**src/rtl/intersection_phase_scheduler.sv**
```systemverilog
// rtl/intersection_phase_scheduler.sv - timed demand-driven phase scheduler for a two-street crossing with pedestrian phase
module intersection_phase_scheduler #(
  parameter int G_MIN      = 6,
  parameter int G_MAX      = 20,
  parameter int Y_TIME     = 2,
  parameter int AR_TIME    = 1,
  parameter int WALK_TIME  = 8,
  parameter int FLASH_TIME = 4,
  parameter int CW         = 5
) (
  input  logic       clk,
  input  logic       reset,
  input  logic       Sa,
  input  logic       Sb,
  input  logic       ped_btn,
  output logic       Ga,
  output logic       Ya,
  output logic       Ra,
  output logic       Gb,
  output logic       Yb,
  output logic       Rb,
  output logic       walk,
  output logic       walk_flash,
  output logic       ped_pending,
  output logic [2:0] phase
);

  typedef enum logic [2:0] {
    A_GRN  = 3'd0,
    A_YEL  = 3'd1,
    A_RED  = 3'd2,
    B_GRN  = 3'd3,
    B_YEL  = 3'd4,
    B_RED  = 3'd5,
    P_WALK = 3'd6,
    P_FLSH = 3'd7
  } state_t;

  // Street selector used after a pedestrian phase.
  localparam logic ST_A = 1'b0;
  localparam logic ST_B = 1'b1;

  // Terminal timer counts: a phase of D cycles ends when the timer reads D-1.
  localparam logic [CW-1:0] L_GMIN_END  = CW'(G_MIN - 1);
  localparam logic [CW-1:0] L_GMAX_END  = CW'(G_MAX - 1);
  localparam logic [CW-1:0] L_Y_END     = CW'(Y_TIME - 1);
  localparam logic [CW-1:0] L_AR_END    = CW'(AR_TIME - 1);
  localparam logic [CW-1:0] L_WALK_END  = CW'(WALK_TIME - 1);
  localparam logic [CW-1:0] L_FLASH_END = CW'(FLASH_TIME - 1);

  state_t          r_state;
  state_t          w_state_nxt;
  logic [CW-1:0]   r_timer;
  logic            r_ped_pending;
  logic            r_next_street;
  logic            w_next_street_nxt;

  logic            w_green;
  logic            w_min_done;
  logic            w_max_done;
  logic            w_a_exit;
  logic            w_b_exit;

  assign w_green    = (r_state == A_GRN) || (r_state == B_GRN);
  assign w_min_done = (r_timer >= L_GMIN_END);
  assign w_max_done = (r_timer == L_GMAX_END);

  // A green ends only when someone else is waiting; it may end early once
  // its own street has gone quiet, otherwise it runs to the max-green limit.
  assign w_a_exit = w_min_done && (Sb || r_ped_pending) && (!Sa || w_max_done);
  assign w_b_exit = w_min_done && (Sa || r_ped_pending) && (!Sb || w_max_done);

  // Next-state selection and bookkeeping of which street follows a walk phase.
  always_comb begin
    w_state_nxt       = r_state;
    w_next_street_nxt = r_next_street;
    case (r_state)
      A_GRN: begin
        if (w_a_exit) w_state_nxt = A_YEL;
      end
      A_YEL: begin
        if (r_timer == L_Y_END) w_state_nxt = A_RED;
      end
      A_RED: begin
        if (r_timer == L_AR_END) begin
          w_state_nxt       = r_ped_pending ? P_WALK : B_GRN;
          w_next_street_nxt = ST_B;
        end
      end
      B_GRN: begin
        if (w_b_exit) w_state_nxt = B_YEL;
      end
      B_YEL: begin
        if (r_timer == L_Y_END) w_state_nxt = B_RED;
      end
      B_RED: begin
        if (r_timer == L_AR_END) begin
          w_state_nxt       = r_ped_pending ? P_WALK : A_GRN;
          w_next_street_nxt = ST_A;
        end
      end
      P_WALK: begin
        if (r_timer == L_WALK_END) w_state_nxt = P_FLSH;
      end
      P_FLSH: begin
        if (r_timer == L_FLASH_END) begin
          w_state_nxt = (r_next_street == ST_A) ? A_GRN : B_GRN;
        end
      end
      default: begin
        w_state_nxt = A_GRN;
      end
    endcase
  end

  // State, phase timer, pedestrian latch and street selector registers.
  always_ff @(posedge clk) begin
    if (reset) begin
      r_state       <= A_GRN;
      r_timer       <= '0;
      r_ped_pending <= 1'b0;
      r_next_street <= ST_B;
    end else begin
      r_state       <= w_state_nxt;
      r_next_street <= w_next_street_nxt;

      // Greens hold the timer at the max-green count so a resting green
      // can still be measured against both limits when demand appears.
      if (w_state_nxt != r_state) begin
        r_timer <= '0;
      end else if (w_green && w_max_done) begin
        r_timer <= r_timer;
      end else begin
        r_timer <= r_timer + 1'b1;
      end

      // The walk phase serves the request; presses during it are dropped,
      // while a press in the flashing phase queues another walk.
      if (r_state == P_WALK) begin
        r_ped_pending <= 1'b0;
      end else if (ped_btn) begin
        r_ped_pending <= 1'b1;
      end
    end
  end

  // Moore lamp decode from the current phase.
  always_comb begin
    Ga         = 1'b0;
    Ya         = 1'b0;
    Ra         = 1'b0;
    Gb         = 1'b0;
    Yb         = 1'b0;
    Rb         = 1'b0;
    walk       = 1'b0;
    walk_flash = 1'b0;
    case (r_state)
      A_GRN: begin
        Ga = 1'b1;
        Rb = 1'b1;
      end
      A_YEL: begin
        Ya = 1'b1;
        Rb = 1'b1;
      end
      B_GRN: begin
        Ra = 1'b1;
        Gb = 1'b1;
      end
      B_YEL: begin
        Ra = 1'b1;
        Yb = 1'b1;
      end
      P_WALK: begin
        Ra   = 1'b1;
        Rb   = 1'b1;
        walk = 1'b1;
      end
      P_FLSH: begin
        Ra         = 1'b1;
        Rb         = 1'b1;
        walk_flash = 1'b1;
      end
      default: begin
        Ra = 1'b1;
        Rb = 1'b1;
      end
    endcase
  end

  assign phase       = r_state;
  assign ped_pending = r_ped_pending;

endmodule

```
**config.mk**
```make
export PLATFORM = sky130hd
export DESIGN_NAME = intersection_phase_scheduler
export DESIGN_NICKNAME = d
export VERILOG_FILES = /design/src/rtl/intersection_phase_scheduler.sv
export SDC_FILE = /design/constraint.sdc
export NUM_CORES = 1
export LEC_CHECK = 0
export CORE_UTILIZATION = 30
export CTS_BUF_LIST = sky130_fd_sc_hd__clkbuf_16
export DETAILED_ROUTE_END_ITERATION = 8
export HOLD_SLACK_MARGIN = 0.12
export PLACE_DENSITY = 0.58
export SKIP_CTS_REPAIR_TIMING = 1
export SYNTH_ARGS = -nofsm -noshare
export SYNTH_HDL_FRONTEND = slang
export SYNTH_SLANG_ARGS = --single-unit
export TNS_END_PERCENT = 50
```
**constraint.sdc**
```tcl
create_clock -name clk -period 1.8 [get_ports clk]
set_input_delay 0.54 -clock clk [delete_from_list [all_inputs] [get_ports clk]]
set_output_delay 0.54 -clock clk [all_outputs]
set_load 0.05 [all_outputs]
```
# == Word-level counts from Yosys, hierarchy flattened ==
# Cells that the tools add are included.
# totals
register_bits,10
input_bits,5
output_inout_bits,12
wordCells,63
# op_classes
addsub,1
order_cmp,1
eq_ne,14
muxes,23
n_reduce_logical,20
# ops
op,count
two-way mux 3 bit,10
one-hot mux 3 bit (8 select lines),1
equality test 3 bit (second input constant),4
two-way mux 1 bit,10
OR reduction 2 bit,4
equality test 3 x 2 -> 1 bit (second input constant),2
adder 5 x 1 -> 5 bit (second input constant),1
equality test 5 x 1 -> 1 bit (second input constant),1
equality test 5 x 2 -> 1 bit (second input constant),1
equality test 5 x 3 -> 1 bit (second input constant),1
equality test 5 bit (second input constant),1
greater-or-equal comparator 5 x 3 -> 1 bit (second input constant),1
logical AND 1 bit,5
zero test 5 bit,1
logical OR 1 bit,5
inequality test 2 bit (second input constant),2
equality test 3 x 1 -> 1 bit (second input constant),1
zero test 3 bit,1
inequality test 3 bit,1
AND reduction 3 bit,1
zero test 1 bit,2
two-way mux 2 bit,1
one-hot mux 1 bit (2 select lines),1
nonzero test 2 bit,1

# == Logic depth before layout (Yosys ltp) ==
# Gate-level depths: netlist of run 1.
# logic_depth
depth_word,7
mapped_depth,7
ltp_nobuf,7

# == Least setup slack after synthesis of run 1 ==
# Ideal clock, no wire load.
# synth_timing
kind,register to output
startpoint,"register r_state[2], in the netlist phase[2]"
endpoint,output Rb
arrival_ns,2.527
required_ns,1.260
slack_ns,-1.267
path_stages_with_launch,4
path_buffers,0
path_cell_list,dfxtp_1 > inv_2 > nor3_1 > nor2_1
# synth_between
elab_chain_cells,3
word_cells_on_any_way,4
classes_between,eq/ne (2); mux (1); reduce/logical (1)
# synth_rtl
item,line_no,rtl
from (decl),51,state_t r_state;
from (signal assigned),124,r_state <= w_state_nxt;
equality test 3 x 2 -> 1 bit or equality test 3 bit (tied branches),157,case (r_state)
OR reduction 2 bit (no line) *,--,
two-way mux 1 bit *,157,
to (decl),21,"output logic Rb,"
# Every way passes the cells marked *; elsewhere a longest branch is shown, timed or not.

# == Final worst setup path of run 1 ==
# Ends and elaborated chain as after synthesis.

==> flow_metrics.tcl, run 1 <==
set metrics [dict create \
    status "finished clean" \
    synth.net_count 104 \
    crit_start "phase[2]$_SDFF_PP0_" \
    required_ps 1260 \
    hold_path.class "reg2reg" \
    worst_slack_ps 40.8 \
    p_clk_frac 0.480 \
    htree_levels 1 \
    p_seq_frac 0.311 \
    drive_gt1_frac 0.455 \
    report.final.hold_viol_count 0 \
    syn_area_um2 825 \
    grt_pass1_vias 688 \
    vias_per_cell 5.36 \
    area_growth_pct 61.6 \
    ys_warn_count 0 \
    cts_buffer_depth 2 \
    rrSetupSlack_ps 90 \
    critical_path.top_delay_family "simple AND/OR/NAND/NOR gates" \
    port_buffers 16 \
    seq_area_frac_synth 0.243 \
    fin_skew_ps 6.41 \
    worst_pin_slew_ps 408 \
    r2r_end "phase[0]$_SDFF_PP0_" \
    crit_slowest_cell "dfxtp_4" \
    postSynthAreaPerCell_um2 8.59 \
    multi_input_area_um2 631 \
    period_share 0.977 \
    endpoint "Rb" \
    maxCapViolations 0 \
    min_period_ps 1760 \
    num_antenna_cells 0 \
    root_buffer "clkbuf_16" \
    wirelength_mm 2.09 \
    synth_top_area_cell "dfxtp_1" \
    cts.sinks 10 \
    critPathMaxStageDelay_ps 370 \
    worstPathCellList "inv_2 -> and3_2 -> nor2_4 -> buf_12" \
    slew_headroom 0.727 \
    p_sw_uw 206 \
    die_area_um2 2960 \
    critPathKind "reg2out" \
    pre_cts_slack_ps -192 \
    die_h_um 54.4 \
    power_density_nw_per_um2 607 \
    grt_pass1_wl_mm 3.32 \
    hpwlAfterDp_mm 1.62 \
    syn-instance-count 96 \
    r2r_cells 7 \
    antenna_found_initial 0 \
    path_buf_inv 2 \
    cts_tree "yes" \
    final_common_cell "buf_12" \
    slew_viol_final 0 \
    p_leak_nw 0.528 \
    rsz0062_at_grt "false" \
    core_um2 2540 \
    chipWidth_um 54.4 \
    timing.fmax_mhz 568 \
    ys_ff_latch 10 \
    ant_nets 0 \
    grtUsageTotal 0.162 \
    drt_iter0_markers 20 \
    cp.depth 4 \
    gp_congestion 0.881 \
    fill_cells 233 \
    p_int_uw 603 \
    remaining_drc_errors 0 \
    yosys.area.top_type_share 0.243 \
    seq_area_um2 211 \
    wire_per_inst_um 13.9 \
    worst_setup_path_start_kind "flop" \
    first_pass_iters 4 \
    overflow 0 \
    cts.clk_slew.worst_paths_ps 40 \
    fp-row-count 18 \
    worst_setup_path_end_kind "output pin" \
    layout_common_cells "12 x buf_12, 10 x nor2_1, 9 x buf_4, 6 x a21oi_1" \
    p_comb_frac 0.209 \
    cts_made_buffers 3 \
    io_pins 17 \
    setup_viol 0 \
    synth_cell_type_count 43 \
    initial_core_util 0.324 \
    ir_drop_mv 0.550 \
    final_util 0.524 \
    synthTopCellsByArea "dfxtp_1 24%, nor2_1 5.9%, ha_1 4.6%" \
    p_sw_frac 0.254 \
    clock_latency_ps 240 \
    crit_fanout 5 \
    nets 130 \
    grt_max_degree 15 \
    crit_arrival_ps 1220 \
    reg2reg_from "r_timer[0]$_SDFFE_PP0N_" \
    num_vias 809 \
]
-- sequential cells by signal, summed over array words and instances (netlist names) --
name	count
r_timer	5
phase	3
ped_pending	1
r_next_street	1
-- cells in the mapped netlist (all sizes together) --
cell,count
nand4bb,1
inv,4
nor2,13
nor3b,2
nor4b,1
nand2b,3
mux2,1
o21ai,1
nor3,5
clkbuf,1
and4b,1
o32ai,1
ha,3
and2,2
mux2i,1
a41oi,1
dfxtp,10
and3,6
a22o,1
nand4,2
xor2,1
xnor2,2
nor2b,1
a31oi,1
nand2,6
a211oi,1
buf,4
or2,1
a2111oi,1
a21oi,7
a221oi,2
o31ai,1
nand3,5
o211ai,1
nand4b,2
-- how the worst min path moves through the flow --
| stage | to | from | slack (ps) | cells past startpoint |
|---|---|---|---|---|
| after floorplan | r_next_street$_SDFFE_PP1P_ | r_next_street$_SDFFE_PP1P_ | 440 | 2 |
| after global placement | r_next_street$_SDFFE_PP1P_ | r_next_street$_SDFFE_PP1P_ | 480 | 2 |
| after detailed placement | r_next_street$_SDFFE_PP1P_ | r_next_street$_SDFFE_PP1P_ | 480 | 2 |
| after CTS | r_next_street$_SDFFE_PP1P_ | r_next_street$_SDFFE_PP1P_ | 490 | 2 |
| after global routing | r_next_street$_SDFFE_PP1P_ | r_next_street$_SDFFE_PP1P_ | 520 | 2 |
| final | r_next_street$_SDFFE_PP1P_ | r_next_street$_SDFFE_PP1P_ | 490 | 2 |
-- tightest hold or removal path: stages, from the launching register on --
cell and delay (ps):
dfxtp_1 320, o32ai_1 70, nand2b_1 60
-- cells by family after synthesis --
logic type,count (synthesis),share of synthesized area
adder cells (fa/ha/maj),3,0.0455
flip-flops,10,0.243
AO/OA/AOI/OAI,18,0.214
buffers and inverters,9,0.0546
XOR/XNOR,3,0.0319
AND/OR/NAND/NOR,51,0.385
multiplexers,2,0.0258
-- power by group through the flow --
stage	Combinational [mW]	Sequential, mW	Clock [mW]
floorplan	0.0949	0.255	0
global placement	0.159	0.254	0
detailed placement	0.161	0.254	0
CTS	0.162	0.250	0.398
global route	0.184	0.255	0.408
finish	0.169	0.252	0.388
-- routing by layer --
layer	track usage	vias up	wire length, um
met2	0.228	28	929
met1	0.219	371	991
li1	-	406	-
met4	0.0897	0	44
met5	0	-	0
met3	0.0444	4	127
-- area by class of cell --
type                       instances  share of cell area
clock buffer                       3              0.0563
multi-input combinational         77               0.473
tap                               30              0.0282
sequential                        10               0.159
clock inverter                     1             0.00282
inverter                           4              0.0113
timing repair buffer              26               0.269
-- through the flow --
| step | instance area (um2) | hold WS (ps) | power [mW] | instances | setup TNS, ps |
|---|---|---|---|---|---|
| final | 1330 | 488 | 0.809 | 151 | 0 |
| after global routing | 1330 | 523 | 0.846 | 151 | 0 |
| after CTS | 1300 | 490 | 0.810 | 151 | -40.9 |
| after detailed placement | 1220 | 480 | 0.415 | 147 | -1090 |
| after global placement | 1220 | 479 | 0.413 | 147 | -1010 |
| after floorplan | 857 | 439 | 0.350 | 96 | -166 |
No activity file was read; power rests on OpenSTA's default activity.
==> run 2, diff against run 1 <==
==> constraint.sdc (replaced) <==
create_clock -name clk -period 1.8 [get_ports clk]
set_input_delay 0.45 -clock clk [delete_from_list [all_inputs] [get_ports clk]]
set_output_delay 0.45 -clock clk [all_outputs]
set_load 0.05 [all_outputs]
==> run 2 against run 1 <==
Against the previous run: final cell count rose by 0.66%; via count fell by 1.6%; utilization rose by 1.1 points; global-route usage rose by 0.31 points; die area did not move; total power rose by 1.8%; combinational power rose by 7%; critical endpoint unchanged; cell area rose by 2.1%; register-to-register slack got worse by 40 ps; wire length rose by 1.9%; hold slack got worse by 0.63 ps; critical path depth did not move.
==> flow_metrics.tcl, run 2 (same netlist as run 1, synthesis figures left out) <==
set metrics [dict create \
    status "finished clean" \
    final_util 0.534 \
    remaining_drc_errors 0 \
    grtUsageTotal 0.165 \
    cts.sinks 10 \
    rsz0062_at_grt "true" \
    p_sw_uw 213 \
    final_common_cell "buf_12" \
    die_h_um 54.4 \
    reg2reg_from "r_timer[1]$_SDFFE_PP0N_" \
    fin_skew_ps 4.40 \
    cts.clk_slew.worst_paths_ps 40 \
    cts_tree "yes" \
    area_growth_pct 64.9 \
    overflow 0 \
    hpwlAfterDp_mm 1.65 \
    required_ps 1350 \
    largest_register_ffs 5 \
    tns_ps 0 \
    port_buffers 16 \
    fp-row-count 18 \
    p_seq_frac 0.309 \
    drive_gt1_frac 0.467 \
    initial_core_util 0.324 \
    wire_per_inst_um 14.0 \
    r2r_end "r_timer[0]$_SDFFE_PP0N_" \
    endpoint "Rb" \
    worst_pin_slew_ps 464 \
    nets 131 \
    num_antenna_cells 0 \
    hold_path.class "reg2reg" \
    root_buffer "clkbuf_16" \
    core_um2 2540 \
    worst_setup_path_end_kind "output pin" \
    critPathKind "reg2out" \
    ant_nets 0 \
    place_area_um2 1210 \
    p_clk_frac 0.473 \
    grt_pass1_vias 750 \
    ir_drop_mv 0.450 \
    fill_cells 227 \
    power_density_nw_per_um2 606 \
    p_sw_frac 0.258 \
    setup_viol 0 \
    num_vias 796 \
    drt_iter0_markers 13 \
    vias_per_cell 5.24 \
    cts_buffer_depth 2 \
    period_share 0.989 \
    r2r_cells 7 \
    slew_viol_final 0 \
    gp_congestion 0.829 \
    wirelength_mm 2.13 \
    first_pass_iters 4 \
    fin_area_um2 1360 \
    min_period_ps 1780 \
    crit_arrival_ps 1330 \
    timing.fmax_mhz 562 \
    largest_register "r_timer" \
    slew_headroom 0.690 \
    crit_fanout 17 \
    io_pins 17 \
    report.final.hold_viol_count 0 \
    clock_latency_ps 240 \
    grt_max_degree 18 \
    p_int_uw 611 \
    grt_pass1_wl_mm 3.40 \
    rrSetupSlack_ps 50 \
    p_comb_frac 0.218 \
    htree_levels 1 \
    chipWidth_um 54.4 \
    die_area_um2 2960 \
    layout_common_cells "12 x buf_12, 11 x buf_4, 9 x nor2_1, 6 x a21oi_1" \
    crit_start "phase[2]$_SDFF_PP0_" \
    antenna_found_initial 0 \
    p_leak_nw 0.530 \
    maxCapViolations 0 \
    worst_setup_path_start_kind "flop" \
    cts_made_buffers 3 \
    total_power_uw 824 \
]
-- run 2: changes by cell type in the layout (fill, tap and decap cells not counted), sizes merged --
cell / before / now
buf: 22 / 23
-- run 2: power by group through the flow --
| stage | Clock [mW] | Combinational, mW | Sequential (mW) |
|---|---|---|---|
| final | 0.390 | 0.180 | 0.255 |
| after global routing | 0.410 | 0.196 | 0.257 |
| after CTS | 0.394 | 0.160 | 0.252 |
| after detailed placement | 0 | 0.158 | 0.255 |
| after global placement | 0 | 0.156 | 0.255 |
| after floorplan | 0 | 0.0949 | 0.255 |
-- run 2: how the worst min path moves through the flow --
stage                     slack [ps]  cells past startpoint                        from                          to
final                            490                      2  r_next_street$_SDFFE_PP1P_  r_next_street$_SDFFE_PP1P_
after global routing             520                      2  r_next_street$_SDFFE_PP1P_  r_next_street$_SDFFE_PP1P_
after CTS                        490                      2  r_next_street$_SDFFE_PP1P_  r_next_street$_SDFFE_PP1P_
after detailed placement         480                      2  r_next_street$_SDFFE_PP1P_  r_next_street$_SDFFE_PP1P_
after global placement           460                      2  r_next_street$_SDFFE_PP1P_  r_next_street$_SDFFE_PP1P_
after floorplan                  440                      2  r_next_street$_SDFFE_PP1P_  r_next_street$_SDFFE_PP1P_
-- run 2: critical path, cell delays in order (launching register included) --
cell and delay [ps]:
dfxtp_4 460, inv_2 100, and3_2 280, nor2_4 110
buf_12 140
-- run 2: metrics by stage --
step | setup slack (ps) | hold slack [ps] | cells
floorplan | 4.13 | 439 | 96
global placement | -77.2 | 465 | 146
detailed placement | -133 | 479 | 146
CTS | -132 | 491 | 150
global route | -88.5 | 518 | 152
finish | 19.5 | 487 | 152
-- run 2: area by class of cell --
| type | count | area (um2) | share of cell area |
|---|---|---|---|
| clock buffers | 3 | 75.1 | 0.0552 |
| clock inverters | 1 | 3.75 | 0.00276 |
| inverters | 4 | 17.5 | 0.0129 |
| multi-input cells | 77 | 644 | 0.474 |
| flip-flops and latches | 10 | 219 | 0.161 |
| well taps | 30 | 37.5 | 0.0276 |
| repair buffers | 27 | 363 | 0.267 |
-- run 2: per-layer routing --
layer / GRT usage / wire length (um) / vias up
li1: - / - / 405
met1: 0.228 / 1050 / 369
met2: 0.230 / 955 / 17
met3: 0.0333 / 73 / 5
met4: 0.103 / 51 / 0
met5: 0 / 0 / -
